[src/rtl/prio_enc_rr.sv]
// Priority encoder with a pending-request register, a registered
// valid/ready output, and selectable fixed or round-robin arbitration.
//
// Parameters:
//   N  number of request sources (2..256)
//   W  index width, derived from N (do not override)
// Ports:
//   clk      clock, all state updates on the rising edge
//   rst      synchronous active-high reset
//   en       1 = capture req into pending this edge
//   mode     0 = fixed priority (highest index), 1 = round-robin
//   req      request vector, one bit per source
//   out_idx  registered index of the selected source
//   out_vld  out_idx holds a valid selection
//   out_rdy  consumer accepts out_idx this cycle
//   busy     registered OR of the pending bits
module prio_enc_rr #(
  parameter int unsigned N = 8,
  parameter int unsigned W = $clog2(N)
) (
  input  logic         clk,
  input  logic         rst,
  input  logic         en,
  input  logic         mode,
  input  logic [N-1:0] req,
  output logic [W-1:0] out_idx,
  output logic         out_vld,
  input  logic         out_rdy,
  output logic         busy
);

  localparam int NI = int'(N);

  logic [N-1:0] r_pending;
  logic [W-1:0] r_out_idx;
  logic         r_out_vld;
  logic [W-1:0] r_ptr;
  logic         r_busy;

  logic         w_free;
  logic         w_load;
  logic [W-1:0] w_start;
  logic [W-1:0] w_hi_idx;
  logic [W-1:0] w_rr_idx;
  logic [W-1:0] w_sel;
  logic [N-1:0] w_load_mask;
  logic [N-1:0] w_pending_d;

  assign w_free = !r_out_vld || out_rdy;
  assign w_load = w_free && (|r_pending);

  // Round-robin scan begins just past the last loaded index; the explicit
  // wrap keeps non-power-of-two N from ever reaching an index >= N.
  assign w_start = (r_ptr == W'(N - 1)) ? '0 : r_ptr + 1'b1;

  // Fixed priority: ascending scan, the last hit is the highest set bit.
  always_comb begin
    w_hi_idx = '0;
    for (int i = 0; i < NI; i++) begin
      if (r_pending[i]) begin
        w_hi_idx = W'(i);
      end
    end
  end

  // Round-robin: descending offset scan, the last hit is the first set bit
  // at or after w_start in circular order.
  always_comb begin
    int pos;
    pos      = 0;
    w_rr_idx = '0;
    for (int i = NI - 1; i >= 0; i--) begin
      pos = int'(w_start) + i;
      if (pos >= NI) begin
        pos = pos - NI;
      end
      if (r_pending[pos]) begin
        w_rr_idx = W'(pos);
      end
    end
  end

  assign w_sel       = mode ? w_rr_idx : w_hi_idx;
  assign w_load_mask = w_load ? ({{(N - 1){1'b0}}, 1'b1} << w_sel) : '0;

  // A new request on the same edge as its load re-sets the bit.
  assign w_pending_d = (r_pending & ~w_load_mask) | (en ? req : '0);

  always_ff @(posedge clk) begin
    if (rst) begin
      r_pending <= '0;
      r_out_idx <= '0;
      r_out_vld <= 1'b0;
      r_ptr     <= W'(N - 1);
      r_busy    <= 1'b0;
    end else begin
      r_pending <= w_pending_d;
      r_busy    <= |w_pending_d;
      if (w_free) begin
        r_out_vld <= w_load;
      end
      if (w_load) begin
        r_out_idx <= w_sel;
        r_ptr     <= w_sel;
      end
    end
  end

  assign out_idx = r_out_idx;
  assign out_vld = r_out_vld;
  assign busy    = r_busy;

endmodule
[config.mk]
export PLATFORM = sky130hd
export DESIGN_NAME = prio_enc_rr
export DESIGN_NICKNAME = d
export VERILOG_FILES = /design/src/rtl/prio_enc_rr.sv
export SDC_FILE = /design/constraint.sdc
export NUM_CORES = 1
export LEC_CHECK = 0
export BUFFER_PORTS_ARGS = -buffer_cell sky130_fd_sc_hd__buf_2
export CORE_ASPECT_RATIO = 1.4
export CORE_MARGIN = 3
export CORE_UTILIZATION = 60
export DETAILED_ROUTE_END_ITERATION = 8
export MAX_ROUTING_LAYER = met4
export PLACE_DENSITY_LB_ADDON = 0.05
export SLEW_MARGIN = 20
export SYNTH_ARGS = -nofsm -noshare
export SYNTH_HDL_FRONTEND = slang
export SYNTH_SLANG_ARGS = --single-unit
export TNS_END_PERCENT = 1
[constraint.sdc]
create_clock -name clk -period 7.25 [get_ports clk]
set_input_delay 0.725 -clock clk [delete_from_list [all_inputs] [get_ports clk]]
set_output_delay 0.725 -clock clk [all_outputs]
set_load 0.1 [all_outputs]
# Word level (Yosys, flattened, before mapping)
# Index checks and enable logic that the tools add are counted.
dict set report word_totals {
  out_inout_bits 5
  in_bits 13
  elab_cells 98
  ff_bits 16
}
dict set report op_classes {
  n_shift 1
  bitwise 3
  mux 51
  n_reduce_logical 5
  magnitude_cmp 16
  add_sub_neg 16
  n_eq_ne 1
}
# cell count
set op_table {}
lappend op_table {{$lt 32x5->1 const B} 8}
lappend op_table {{$mux 32} 8}
lappend op_table {{$mux 3} 16}
lappend op_table {{$sub 4x4->5 const B} 7}
lappend op_table {{$ge 4x4->1 const B} 7}
lappend op_table {{$bmux 1 s3} 8}
lappend op_table {{$mux 1} 17}
lappend op_table {{$add 3x3->4 const B} 4}
lappend op_table {{$mux 8} 2}
lappend op_table {{$reduce_or 8->1} 2}
lappend op_table {{$add 3x2->4 const B} 2}
lappend op_table {{$and 8x8->8} 1}
lappend op_table {{$not 8->8} 1}
lappend op_table {{$or 8x8->8} 1}
lappend op_table {{$shl 1x3->8 const A} 1}
lappend op_table {{$sub 3x4->5 const B} 1}
lappend op_table {{$add 3x1->4 const B} 1}
lappend op_table {{$ge 3x4->1 const B} 1}
lappend op_table {{$add 3x1->3 const B} 1}
lappend op_table {{$eq 3x3->1 const B} 1}
lappend op_table {{$logic_and 1x1->1} 1}
lappend op_table {{$logic_not 1->1} 1}
lappend op_table {{$logic_or 1x1->1} 1}

# Logic depth before layout (Yosys ltp)
# Gate-level depths: netlist of run 1.
dict set report depth {
  depth_word 23
  ltp_mapped 15
  mapped_depth_nobuf 11
}

# Worst setup path before layout of run 1
# Ideal clock, no wire load.
dict set report synth_timing {
  path_kind {register -> register}
  from {register r_ptr[0]}
  to {register r_busy (netlist: busy)}
  t_arrival_ns 3.119
  required_time_ns 7.123
  setup_time_ns 0.127
  path_stages_with_launch 13
  slack_ns 4.004
  path_cell_list {dfxtp_1 ha_1 ha_1 buf_6 mux2_1 mux4_1 a21o_1 a32o_1 a31oi_4 a21bo_1 o21ai_1 o311a_1 a21oi_2}
}
dict set report synth_via {
  elab_chain_cells 23
  elab_cells_between_ends 73
  cone_classes {add/sub: 16; order compare: 8; eq/ne: 1; shift: 1; mux: 43; bitwise: 3; reduce/logical: 1}
}
# element line
set synth_rtl {}
lappend synth_rtl {{start: declaration} 37} ;# logic [W-1:0] r_ptr;
lappend synth_rtl {{start signal: assignment} 94} ;# r_ptr <= W'(N - 1);
lappend synth_rtl {{start signal: assignment} 104} ;# r_ptr <= w_sel;
lappend synth_rtl {{$add 3x1->3 / $eq 3x3->1 (equally long branches)} 54} ;# assign w_start = (r_ptr == W'(N - 1)) ? '0 : r_ptr + 1'b1;
lappend synth_rtl {{$mux 3 (*)} 54}
lappend synth_rtl {{$add 3x3->4} 73} ;# pos = int'(w_start) + i;
lappend synth_rtl {{$sub 4x4->5 / $ge 4x4->1 (equally long branches)} {75, 74}}
lappend synth_rtl {{$mux 32} 74} ;# if (pos >= NI) begin
lappend synth_rtl {{$bmux 1 s3} 77} ;# if (r_pending[pos]) begin
lappend synth_rtl {{$mux 1 (implied by the code) (2 in a row)} 77}
lappend synth_rtl {{$mux 3 (7 in a row)} 77}
lappend synth_rtl {{$mux 3 (*)} 77}
lappend synth_rtl {{$mux 3 (*)} 83} ;# assign w_sel = mode ? w_rr_idx : w_hi_idx;
lappend synth_rtl {{$shl 1x3->8 (*)} 84} ;# assign w_load_mask = w_load ? ({{(N - 1){1'b0}}, 1'b1} << w_sel) : '0;
lappend synth_rtl {{$mux 8 (*)} 84}
lappend synth_rtl {{$not 8->8 (*)} 87} ;# assign w_pending_d = (r_pending & ~w_load_mask) | (en ? req : '0);
lappend synth_rtl {{$and 8x8->8 (*)} 87}
lappend synth_rtl {{$or 8x8->8 (*)} 87}
lappend synth_rtl {{$reduce_or 8->1 (*)} 98} ;# r_busy <= |w_pending_d;
lappend synth_rtl {{end signal: assignment} 98}
lappend synth_rtl {{end: declaration} 38} ;# logic r_busy;
# Mark *: on every way between the ends. The rest lies on a longest branch, timed or not. The select of a mux whose other input is x is not followed.
# A chain may end at the register's enable or synchronous reset.

# Worst setup path after layout of run 1
# Ends and elaborated chain as after synthesis.

==> results of run 1 <==
-- cell usage in the layout (no fill, tap or decap), types with 3 or more instances in the layout --
cell type and instances:
o21ai_1 6, nand3_1 4, nor2_1 14, nand2b_1 5, mux2i_1 23, clkbuf_8 4
mux2_2 7, or3b_2 3, a211oi_1 3, inv_1 5, o21ai_0 13, nor3_1 9
buf_2 17, nand2_1 26, o211ai_1 3, ha_1 3, mux2_1 4, dfxtp_1 16
a21oi_1 21
-- per-layer routing --
metal	routed length [um]	global-route usage	part of all wire	vias up
met5	0	-	0	-
met4	263	0.193	0.051	0
met3	287	0.0450	0.055	27
met2	2540	0.477	0.49	96
met1	2100	0.360	0.40	869
li1	-	-	-	881
-- synthesized netlist by cell type (2+ instances only) --
cell type and count:
a21oi_2 2, nor4_1 2, nor2_1 14, clkbuf_1 2, mux2i_1 23, a21oi_1 21, mux4_2 2, xor2_1 2
o21bai_1 2, nand2_1 26, nor3_1 9, o21ai_0 13, a211oi_1 3, inv_1 5, o21ai_1 6, dfxtp_1 16
mux2_2 7, nor2b_1 2, buf_6 4, o211ai_1 3, buf_2 2, ha_1 3, or3b_2 3, mux2_1 4
xnor2_1 2, clkbuf_8 3, nand2b_1 5, or4_1 2, o2111a_1 2, nand3_1 4, o31ai_1 2, a21boi_0 2
-- path summary, 6_finish.rpt --
path	startpoint	cells after the start	end	slack (ps)
min	out_idx[0]$_SDFFE_PP0P_	2	out_idx[0]$_SDFFE_PP0P_	460
min reg2reg	out_idx[0]$_SDFFE_PP0P_	2	out_idx[0]$_SDFFE_PP0P_	460
max	r_ptr[0]$_SDFFE_PP1P_	11	busy$_SDFF_PP0_	3200
max reg2reg	r_ptr[0]$_SDFFE_PP1P_	11	busy$_SDFF_PP0_	3200
-- worst max-delay path: stages, from the launching register on --
cell     delay, ps
dfxtp_1        390
ha_1           290
ha_1           850
mux2_2         450
mux4_1         500
a21o_1         210
a32o_1         280
a31oi_4        240
a21bo_1        270
o21ai_1        190
o311a_1        210
a21oi_2         60
-- per-stage QoR --
stage	util	setup WS (ps)	cells	instance area, sq um
2_1_floorplan	-	4000	233	1930
3_3_place_gp	0.628	3470	269	1860
3_5_place_dp	0.628	3280	269	1860
4_1_cts	0.647	3210	273	1920
5_1_grt	0.647	2900	273	1920
6_report	0.647	3200	273	1920
-- state kept, by name, indices dropped and copies added, names as in the netlist --
signal and count:
out_vld 1, busy 1, r_ptr 3, r_pending 8
out_idx 3
-- area by class of cell --
type | count | area (sq um) | share of cell area
Clock buffer | 4 | 55.1 | 0.0287
Timing Repair Buffer | 17 | 85.1 | 0.0444
Multi-Input combinational cell | 194 | 1390 | 0.726
Inverter | 5 | 18.8 | 0.00979
Sequential cell | 16 | 320 | 0.167
Tap cell | 37 | 46.3 | 0.0242
-- logic make-up (layout without fill, tap and decap cells) --
group | after synthesis | count (layout)
xor+xnor | 4 | 4
fa+ha+maj | 3 | 3
flops | 16 | 16
mux | 38 | 38
buf+inv | 23 | 26
simple gates | 74 | 74
compound gates | 75 | 75
==> insert_results.sql, run 1 <==
INSERT INTO impl_metrics (metric_group, metric, value, unit) VALUES
('yosys', 'synth_xor_xnor_area_share', '0.0182', ''),
('drt', 'drt_iter0_markers', '78', ''),
('yosys', 'synth-edff-count', '0', ''),
('yosys', 'synth_area', '0.00193', 'sq mm'),
('yosys', 'synthesis.instances', '233', ''),
('sta', 'layout_min_cycle_time', '4050', 'ps'),
('finish', 'num_antenna_cells', '0', ''),
('setup_path', 'crit_path_end_kind', 'flip-flop', ''),
('cts', 'numCtsBuffers', '3', ''),
('run_status', 'run_status', 'finished clean', ''),
('die', 'design.die.area', '0.00394', 'sq mm'),
('yosys', 'synth.area.top_cells', 'dfxtp_1, mux2i_1, a21oi_1, nand2_1, mux2_2', ''),
('yosys', 'synth_async_sr_flop_share', '0', ''),
('finish', 'post_route_cells_drive_above_1_share', '0.178', ''),
('setup_path', 'cp_data_required_time', '7380', 'ps'),
('die', 'num_rows', '23', ''),
('cts', 'tritoncts', 'done', ''),
('sta', 'final-setup-viol-count', '0', ''),
('drt', 'drt_pre_antenna_iters', '4', ''),
('yosys', 'yosys.area.top_type_share', '0.166', ''),
('placement', 'place.detailed.hpwl', '3.79', 'mm'),
('yosys', 'yosys-mux-area-fraction', '0.229', ''),
('sta', 'slew_headroom', '0.413', ''),
('yosys', 'synth_compound_gate_area_share', '0.268', ''),
('die', 'core_region_area', '0.00296', 'sq mm'),
('cts', 'ctsRootBufferMaster', 'clkbuf_8', ''),
('global_routing', 'grt_max_degree', '25', ''),
('die', 'top_level_ports', '18', ''),
('yosys', 'synthesis.area_per_instance', '8.27', 'sq um'),
('cts', 'cts_num_sinks', '16', ''),
('global_routing', 'global_route.usage.total', '0.307', ''),
('sta', 'setup_total_negative_slack', '0', 'ps'),
('yosys', 'ffs_latches_synth', '16', ''),
('drt', 'drcViolationCount', '0', ''),
('yosys', 'synth_adder_area_share', '0.0195', ''),
('sta', 'grt_setup_unrepaired', 'no', ''),
('die', 'fp.dieH', '73.1', 'um'),
('yosys', 'synth_ff_type', 'dfxtp_1', ''),
('drt', 'routed_wirelength', '5.19', 'mm'),
('placement', 'numPortBuffers', '17', ''),
('cts', 'post_cts_resized', '0', ''),
('sta', 'final.period_utilization', '0.558', ''),
('sta', 'finalHoldViolations', '0', ''),
('sta', 'maxSlewViolCount', '0', ''),
('sta', 'fin_skew', '0.496', 'ps'),
('finish', 'syn2layout_area_growth', '-0.519', '%'),
('cts', 'buffers_from_clock_root_to_sink_at_most', '2', ''),
('die', 'start_util', '0.650', ''),
('global_routing', 'gr-total-overflow', '0', ''),
('drt', 'wl_per_cell', '19.0', 'um'),
('global_routing', 'grt_first_pass_wirelength', '8.71', 'mm'),
('placement', 'gp_congestion', '0.949', ''),
('cts', 'worstSkewPairLatency', '250', 'ps'),
('die', 'chipWidth', '53.9', 'um'),
('yosys', 'synth_top_cell_by_area', 'dfxtp_1', ''),
('global_routing', 'initial_antenna_violation_count', '0', ''),
('cts', 'h-tree-depth', '1', ''),
('setup_path', 'cp.arrival', '4180', 'ps'),
('yosys', 'yosysSeqAreaShare', '0.166', ''),
('cts', 'cts_hold_buffers', '0', ''),
('yosys', 'synth_simple_gate_area_share', '0.188', ''),
('drt', 'dr_total_vias', '1873', ''),
('setup_path', 'critPathKind', 'flip-flop to flip-flop', ''),
('finish', 'design.final.nets', '253', ''),
('setup_path', 'startpoint_type', 'flip-flop', ''),
('yosys', 'synth-warning-count', '0', ''),
('flow_run', 'number_of_max_capacitance_violations_reported', '0', ''),
('global_routing', 'via_count_of_the_first_global_routing_pass', '1827', ''),
('yosys', 'synth.lib_cells_used.distinct', '67', ''),
('cts', 'post-cts-setup-buffer-count', '0', ''),
('sta', 'whs', '462', 'ps'),
('finish', 'final.fill_count', '276', ''),
('setup_path', 'timing.critical_path.fanout_max', '22', ''),
('min_path', 'hold_class', 'flip-flop to flip-flop', ''),
('yosys', 'dominant_combinational_cell_family_by_area_after_synthesis', 'compound AO/OA/AOI/OAI gates', ''),
('drt', 'route.detailed.vias_per_inst', '6.86', ''),
('cts', 'path_clk_slew', '60', 'ps'),
('sta', 'clock.fmax', '247', 'MHz'),
('drt', 'antenna_violating_nets_post_route', '0', ''),
('yosys', 'synth.net_count', '249', ''),
('sta', 'timing_worst_slew_pin_value', '880', 'ps');
Power of run 1 is not shown: default switching activity piles up to over one toggle a cycle in this logic, so the estimate is an artifact.
==> inputs of run 2 (changes only) <==
Settings changed: CORE_UTILIZATION 60 to 54.
Clock period 7.25 ns to 3.6 ns, I/O delays scaled along.
==> insert_results.sql, run 2 (synthesized netlist as in run 1, its figures left out) <==
INSERT INTO impl_metrics (metric_group, metric, value, unit) VALUES
('run_status', 'run_status', 'finished clean', ''),
('setup_path', 'timing.rr.end', 'busy$_SDFF_PP0_', ''),
('drt', 'antenna_violating_nets_post_route', '0', ''),
('die', 'core_region_area', '0.00341', 'sq mm'),
('cts', 'worstSkewPairLatency', '250', 'ps'),
('min_path', 'hold_class', 'input port to flip-flop', ''),
('global_routing', 'gr-total-overflow', '0', ''),
('global_routing', 'initial_antenna_violation_count', '0', ''),
('drt', 'routed_wirelength', '5.41', 'mm'),
('cts', 'post-cts-setup-buffer-count', '0', ''),
('sta', 'timing_worst_slew_pin_value', '560', 'ps'),
('sta', 'maxSlewViolCount', '0', ''),
('sta', 'setup_total_negative_slack', '0', 'ps'),
('finish', 'area_used_by_multi_input_combinational_logic', '0.00142', 'sq mm'),
('sta', 'final.period_utilization', '0.937', ''),
('cts', 'cts_num_sinks', '16', ''),
('die', 'chipWidth', '56.5', 'um'),
('setup_path', 'timing.critical_path.fanout_max', '16', ''),
('global_routing', 'grt_max_degree', '17', ''),
('finish', 'largest-register', 'r_pending', ''),
('global_routing', 'grt_first_pass_wirelength', '8.84', 'mm'),
('cts', 'buffers_from_clock_root_to_sink_at_most', '2', ''),
('finish', 'most-common-layout-cells', 'nand2_1, mux2i_1, a21oi_1, buf_2, dfxtp_1', ''),
('sta', 'grt_setup_unrepaired', 'no', ''),
('finish', 'flip_flop_count_of_the_largest_register_all_copies_and_words_added', '8', ''),
('drt', 'drcViolationCount', '0', ''),
('min_path', 'holdPathEnd', 'r_pending[0]$_SDFF_PP0_', ''),
('global_routing', 'via_count_of_the_first_global_routing_pass', '1835', ''),
('setup_path', 'r2r_slack', '230', 'ps'),
('sta', 'final-setup-viol-count', '0', ''),
('finish', 'final.fill_count', '321', ''),
('setup_path', 'crit_path_end_kind', 'flip-flop', ''),
('sta', 'clock.fmax', '296', 'MHz'),
('placement', 'gp_congestion', '0.969', ''),
('global_routing', 'global_route.usage.total', '0.260', ''),
('sta', 'fin_skew', '3.50', 'ps'),
('finish', 'post_route_cells_drive_above_1_share', '0.232', ''),
('sta', 'finalHoldViolations', '0', ''),
('cts', 'numCtsBuffers', '3', ''),
('die', 'design.die.area', '0.00433', 'sq mm'),
('drt', 'drt_pre_antenna_iters', '4', ''),
('cts', 'tritoncts', 'done', ''),
('die', 'top_level_ports', '18', ''),
('cts', 'ctsRootBufferMaster', 'clkbuf_8', ''),
('finish', 'num_antenna_cells', '0', ''),
('setup_path', 'crit-reg2reg-launch', 'r_ptr[0]$_SDFFE_PP1P_', ''),
('flow_run', 'number_of_max_capacitance_violations_reported', '0', ''),
('drt', 'drt_iter0_markers', '79', ''),
('finish', 'final_common_cell', 'nand2_1', ''),
('finish', 'flip_flop_and_latch_area', '320', 'sq um'),
('min_path', 'worstHoldPathCells', '3', ''),
('finish', 'post-route-util', '0.595', ''),
('die', 'start_util', '0.565', ''),
('sta', 'layout_min_cycle_time', '3370', 'ps'),
('setup_path', 'startpoint_type', 'flip-flop', ''),
('cts', 'h-tree-depth', '1', ''),
('setup_path', 'critPathKind', 'flip-flop to flip-flop', ''),
('min_path', 'holdCritStartpoint', 'req[0]', ''),
('drt', 'wl_per_cell', '18.9', 'um'),
('placement', 'numPortBuffers', '17', ''),
('finish', 'syn2layout_area_growth', '5.26', '%'),
('sta', 'slew_headroom', '0.626', ''),
('placement', 'place.detailed.hpwl', '4.10', 'mm'),
('drt', 'route.detailed.vias_per_inst', '6.60', ''),
('die', 'fp.dieH', '76.7', 'um'),
('die', 'num_rows', '25', ''),
('setup_path', 'reg2regPathDepth', '11', ''),
('finish', 'design.final.nets', '263', ''),
('drt', 'dr_total_vias', '1887', ''),
('setup_path', 'cp_data_required_time', '3730', 'ps'),
('cts', 'path_clk_slew', '60', 'ps'),
('setup_path', 'cp.arrival', '3500', 'ps');
run 2: cell count changes in the layout (fill, tap and decap cells not counted):
| cell | delta |
|---|---|
| or2_2 | +1 |
| o21ai_1 | +1 |
| or2_1 | -1 |
| nor2_4 | +1 |
| nor2_2 | -1 |
| nor3_2 | +1 |
| ha_4 | +1 |
| ha_2 | +1 |
| xnor2_1 | -1 |
| xnor2_2 | +1 |
| o21ai_0 | -1 |
| ha_1 | -2 |
| nor3_1 | -1 |
| buf_4 | +10 |
run 2: critical path: stages, from the launching register on:
cell and delay [ps]:
dfxtp_1 370, inv_1 60, ha_2 560, mux2i_1 450
mux2i_1 130, a221o_1 310, a221oi_1 360, o211ai_1 220
a21o_2 250, o21ai_0 260, o311a_1 240, a21oi_2 50
run 2: worst max-delay path by stage:
stage	start	endpoint	cells after the start
2_1_floorplan	r_ptr[0]$_SDFFE_PP1P_	busy$_SDFF_PP0_	12
3_3_place_gp	r_ptr[0]$_SDFFE_PP1P_	busy$_SDFF_PP0_	11
3_5_place_dp	r_ptr[0]$_SDFFE_PP1P_	busy$_SDFF_PP0_	11
4_1_cts	r_ptr[0]$_SDFFE_PP1P_	busy$_SDFF_PP0_	11
5_1_grt	r_ptr[0]$_SDFFE_PP1P_	busy$_SDFF_PP0_	11
6_report	r_ptr[0]$_SDFFE_PP1P_	busy$_SDFF_PP0_	11
run 2: metal layers:
layer	vias up	GRT usage	share of wire
met3	23	0.0219	0.045
met1	887	0.294	0.41
met5	-	-	0
met2	74	0.435	0.50
met4	0	0.157	0.042
li1	903	-	-
run 2: repair_timing:
| item | 4_1_cts | 5_1_grt |
|---|---|---|
| endpoints found under the setup margin | 0 | 3 |
| gates resized for setup | 0 | 8 |
| hold endpoints to repair | 0 | 0 |
| hold buffers | 0 | 0 |
run 2: area by class of cell:
type / instances / share of cell area
flip-flops and latches: 16 / 0.158
inverters: 5 / 0.00925
well taps: 40 / 0.0247
multi-input cells: 194 / 0.702
clock buffers: 4 / 0.0271
repair buffers: 27 / 0.0790
run 2: metrics by stage:
stage	worst slack (ps)	hold WS (ps)	instances	cell area, sq um
6_report	227	367	286	2030
4_1_cts	103	363	286	2000
5_1_grt	60.7	380	286	2030
3_5_place_dp	132	456	282	1940
3_3_place_gp	191	441	282	1940
2_1_floorplan	354	429	233	1930
Power of run 2 is left out for the same reason.
